--- src/rtl/axi_r_buffer.sv ---
// AXI read-data channel buffer: DEPTH-entry FIFO with optional
// store-and-forward release on burst boundaries and occupancy status.
module axi_r_buffer #(
    parameter int DATA_W    = 64,
    parameter int ID_W      = 4,
    parameter int DEPTH     = 8,
    parameter int STORE_FWD = 0
) (
    input  logic                     clk_i,
    input  logic                     arstn_i,
    input  logic [ID_W-1:0]          in_rid,
    input  logic [DATA_W-1:0]        in_rdata,
    input  logic [1:0]               in_rresp,
    input  logic                     in_rlast,
    input  logic                     in_rvalid,
    output logic                     in_rready,
    output logic [ID_W-1:0]          out_rid,
    output logic [DATA_W-1:0]        out_rdata,
    output logic [1:0]               out_rresp,
    output logic                     out_rlast,
    output logic                     out_rvalid,
    input  logic                     out_rready,
    output logic [$clog2(DEPTH):0]   count_o,
    output logic [$clog2(DEPTH):0]   bursts_o
);

    localparam int AW = $clog2(DEPTH);
    localparam int BW = ID_W + DATA_W + 3;

    typedef logic [AW:0] ptr_t;
    localparam ptr_t ONE = ptr_t'(1);

    logic [BW-1:0] mem_q [DEPTH];

    ptr_t wptr_q, wptr_d;
    ptr_t rptr_q, rptr_d;
    ptr_t count_q, count_d;
    ptr_t bursts_q, bursts_d;
    logic rel_q, rel_d;

    logic full, empty, push, pop, head_ok;
    logic last_in, last_out;

    assign full  = (wptr_q[AW] != rptr_q[AW]) &&
                   (wptr_q[AW-1:0] == rptr_q[AW-1:0]);
    assign empty = (wptr_q == rptr_q);

    assign in_rready = arstn_i && !full;
    assign push      = in_rvalid && in_rready;
    assign pop       = out_rvalid && out_rready;

    assign {out_rid, out_rdata, out_rresp, out_rlast} =
        mem_q[rptr_q[AW-1:0]];

    // Head is offered only once a whole burst is held, unless the
    // buffer is full or a forced release is already draining.
    always_comb begin
        head_ok = 1'b1;
        if (STORE_FWD != 0) begin
            head_ok = (bursts_q != '0) || full || rel_q;
        end
    end

    assign out_rvalid = !empty && head_ok;

    assign last_in  = push && in_rlast;
    assign last_out = pop && out_rlast;

    always_comb begin
        wptr_d   = wptr_q;
        rptr_d   = rptr_q;
        count_d  = count_q;
        bursts_d = bursts_q;
        rel_d    = rel_q;
        if (push) begin
            wptr_d = wptr_q + ONE;
        end
        if (pop) begin
            rptr_d = rptr_q + ONE;
        end
        if (push && !pop) begin
            count_d = count_q + ONE;
        end else if (pop && !push) begin
            count_d = count_q - ONE;
        end
        if (last_in && !last_out) begin
            bursts_d = bursts_q + ONE;
        end else if (last_out && !last_in) begin
            bursts_d = bursts_q - ONE;
        end
        if (empty || last_out) begin
            rel_d = 1'b0;
        end else if (pop && bursts_q == '0) begin
            rel_d = 1'b1;
        end
    end

    always_ff @(posedge clk_i or negedge arstn_i) begin
        if (!arstn_i) begin
            wptr_q   <= '0;
            rptr_q   <= '0;
            count_q  <= '0;
            bursts_q <= '0;
            rel_q    <= 1'b0;
        end else begin
            wptr_q   <= wptr_d;
            rptr_q   <= rptr_d;
            count_q  <= count_d;
            bursts_q <= bursts_d;
            rel_q    <= rel_d;
        end
    end

    always_ff @(posedge clk_i) begin
        if (push) begin
            mem_q[wptr_q[AW-1:0]] <= {in_rid, in_rdata, in_rresp, in_rlast};
        end
    end

    assign count_o  = count_q;
    assign bursts_o = bursts_q;

endmodule

--- config.mk ---
export PLATFORM = sky130hd
export DESIGN_NAME = axi_r_buffer
export DESIGN_NICKNAME = d
export VERILOG_FILES = /design/src/rtl/axi_r_buffer.sv
export SDC_FILE = /design/constraint.sdc
export NUM_CORES = 1
export LEC_CHECK = 0
export CAP_MARGIN = 20
export CORE_MARGIN = 8
export CORE_UTILIZATION = 30
export CTS_BUF_LIST = sky130_fd_sc_hd__clkbuf_8
export DETAILED_ROUTE_END_ITERATION = 10
export HOLD_SLACK_MARGIN = 0.08
export PLACE_DENSITY = 0.44
export SLEW_MARGIN = 20
export SYNTH_ARGS = -nofsm -noshare
export SYNTH_HDL_FRONTEND = slang
export SYNTH_SLANG_ARGS = --single-unit
--- constraint.sdc ---
create_clock -name clk_i -period 8.6 [get_ports clk_i]
set_clock_uncertainty 0.15 [all_clocks]
set_input_delay 0.86 -clock clk_i [delete_from_list [all_inputs] [get_ports clk_i]]
set_output_delay 0.86 -clock clk_i [all_outputs]
set_load 0.05 [all_outputs]
==> metrics.md <==
| Metric | Value |
|---|---|
| Status | `finished, final reports clean` |
| Core Rows | `100` |
| Congestion Overflow GR | `0` |
| Crit start category | `register` |
| CP startpoint | `rptr_q[1]` |
| Fraction of layout instances using a drive strength above 1 | `29.8%` |
| Crit path DAT | `3.77 ns` |
| Post-synth top flop | `edfxtp_1` |
| Clock Power Share | `22.8%` |
| Buf/Inv on CP | `2` |
| Pwr Total | `9.74 mW` |
| Rel. slew slack | `32.1%` |
| Synth top area share | `75.4%` |
| RePlAce Congestion | `0.650` |
| YS warnings | `0` |
| Sequential share of the synthesized area | `77.2%` |
| IO Count | `156` |
| Data required time of the critical path | `7.59 ns` |
| Min-delay worst type | `register to register` |
| Setup Buffers After CTS | `0` |
| Post-CTS sizing | `0` |
| Hold depth | `2` |
| WHS | `0.367 ns` |
| GR Layer Usage met2 | `21.3%` |
| Largest net degree at the start of global routing | `98` |
| Number of remaining DRC errors | `0` |
| Total die area | `84500 um^2` |
| Post-synthesis xor/xnor area fraction | `0.503%` |
| Slack of the critical path | `3.82 ns` |
| Non-Filler Instances | `2194` |
| Min-delay src | `count_o[2]` |
| CTS tree | `built` |
| Sw Ratio | `36.2%` |
| Fmax | `209 MHz` |
| Setup CP Type | `register to output pin` |
| Max cap viols | `0` |
| Most common cell in the netlist | `edfxtp_1` |
| Fillers | `6853` |
| Post-Route WL | `51000 um` |
| GRT Util Overall | `12.0%` |
| Met1 Resource Use GR | `14.3%` |
| Skew-Pair Late Insertion Delay | `0.67 ns` |
| EDFF count, synth | `568` |
| Bufs on Longest Clock Path | `3` |
| DIE HEIGHT | `291 um` |
| Area fraction in compound gates after synthesis | `0.564%` |
| Fin. max-slew vios | `0` |
| Largest family of logic cells by synthesized area | `multiplexers` |
| Area growth from synthesis to layout | `19.5%` |
| GR peak layer | `met2` |
| Via count | `10000` |
| Met3 usage | `3.15%` |
| Actual slew at the worst max-slew pin | `1.02 ns` |
| HPWL after detailed placement | `27200 um` |
| Post-DR vias/cell | `4.57` |
| Crit Path Max Fanout | `94` |
| Wirelength per Cell | `23.3 um` |
| Cells after synthesis | `930` |
| Comb power frac | `39.8%` |
| Vias in the first global route | `11500` |
| CTS Sinks | `584` |
| Clk slew on worst S/H paths | `0.06 ns` |
| Synth top area cells | `edfxtp_1, mux4_2, mux2_4` |
| Hold-fix buffers at CTS | `0` |
| Internal Power | `6.21 mW` |
| Syn_nets | `1015` |
| Fin crit share | `55.6%` |
| Yosys cell types | `37` |
| Worst path max stage delay | `0.97 ns` |
| Synthesized area per cell | `24.3 um^2` |
| Final setup TNS | `0 ns` |
| Post-place setup slack | `3.53 ns` |
| Worst R2R Path Depth | `10` |
| First-pass DRT Iterations | `4` |
| CP Cell Sequence | `buf_12 -> mux4_2 -> mux2_4 -> clkdlybuf4s50_1` |
| Max VDD drop | `0.000267 V` |
| Crit-path leading delay family | `buffers and inverters` |
| End of the worst register-to-register path | `bursts_o[3]` |
| FF-to-FF Start | `rptr_q[1]` |
| Final nets | `1247` |
| H-tree depth | `3` |
| Hold Fails Final Rpt | `0` |
| Count of final setup violators | `0` |
| Inst Count DP | `2028` |
| Final min period | `4.78 ns` |
| Die width | `291 um` |
| Pwr/cell area | `360 nW/um^2` |
| Seq pwr share | `37.4%` |
| Post-synth top area cell | `edfxtp_1` |
| Synth Area in Simple Gates | `0.818%` |
| Sw power | `3.52 mW` |
| Routed Antenna Nets | `0` |
| Initial DRC Count | `554` |
| Initial antenna violation count | `4` |
| Critical-path top delay cell | `dfrtp_4` |
| First-pass GRT wire length | `76300 um` |
| Crit. End Element | `output pin` |
| Adder-cell share of the synthesized area | `0.619%` |
| Multiplexer share of the synthesized area | `18.9%` |
| Core region area | `74600 um^2` |
| Post-synth top cells | `edfxtp_1, mux4_2, mux2_4` |
| Post-Syn Area | `22600 um^2` |
| Root Buffer | `clkbuf_8` |
| Cts bufs inserted | `101` |
| Hold path endpoint | `count_o[2]` |
| Asr flop ratio synth | `2.74%` |
| Yosys reg bits | `584` |
| R2R Setup Slk | `4.45 ns` |
| Placed Area | `25300 um^2` |
| Initial Utilization | `30.3%` |
| Finished Cell Area | `27000 um^2` |
| RSZ-0062 raised after global routing | `no` |
| Leak | `8.70 nW` |
| Post-route core utilization | `36.2%` |
| IO Port Bufs | `155` |
cell type report:
cell class / instances / area, um^2 / share of cell area (%)
flip-flops and latches: 584 / 17500 / 64.6
repair buffers: 172 / 1700 / 6.31
inverters: 4 / 15.0 / 0.0556
multi-input cells: 299 / 4900 / 18.1
well taps: 969 / 1210 / 4.49
diodes: 1 / 2.50 / 0.00926
clock inverters: 62 / 305 / 1.13
clock buffers: 103 / 1420 / 5.25
worst max path at each step:
stage | slack [ns] | end | cells past startpoint
2_1_floorplan | 1.67 | mem_q[0][0] | 4
4_1_cts | 3.61 | out_rdata[60] | 4
3_3_place_gp | 3.67 | mem_q[1][23] | 6
3_5_place_dp | 3.53 | mem_q[1][23] | 6
5_1_grt | 3.60 | out_rdata[60] | 4
6_report | 3.82 | out_rdata[60] | 4
logic make-up after synthesis:
family | after synthesis
AO/OA/AOI/OAI | 17
XOR/XNOR | 13
adder cells (fa/ha/maj) | 10
buffers and inverters | 47
flip-flops | 584
multiplexers | 219
AND/OR/NAND/NOR | 40
power by group through the flow:
stage               logic (mW)  registers, mW  clock network [mW]
floorplan                 2.92           3.63                   0
global placement          4.00           3.71                   0
detailed placement        4.00           3.72                   0
CTS                       4.02           3.66                2.33
global route              4.12           3.68                2.44
finish                    3.87           3.64                2.22
cells in the final DEF, fill, tap and decap left out, types with 3 or more instances in the layout:
cell type,instances
dfrtp_4,3
edfxtp_1,568
buf_4,15
clkdlybuf4s50_1,155
mux2_2,16
ha_1,8
nand2_1,12
clkinv_1,17
inv_8,3
xnor2_1,11
clkinv_2,9
dfrtp_1,13
inv_1,33
clkbuf_8,103
mux2_4,58
nor3_1,10
o21ai_0,4
nor2_4,6
mux4_2,142
flip-flops by register name (all words and copies together) (netlist names):
| register | flops |
|---|---|
| mem_q | 568 |
| rptr_q | 4 |
| wptr_q | 4 |
| bursts_o | 4 |
| count_o | 4 |
routing by layer:
metal / vias to the layer above / part of all wire, %
met4: 6 / 1.8
met3: 81 / 4.9
li1: 4414 / -
met5: - / 0.076
met2: 201 / 52
met1: 5325 / 41
worst reg2reg max path, stage by stage (launching register included):
cell and delay [ns]:
dfrtp_4 0.97, buf_12 0.60, mux4_2 0.42, mux2_2 0.32, nand3_1 0.10, ha_1 0.22, inv_1 0.13, ha_1 0.29
a21o_1 0.20, a2111oi_0 0.46, o31ai_1 0.15
No activity file was read; power rests on OpenSTA's default activity.
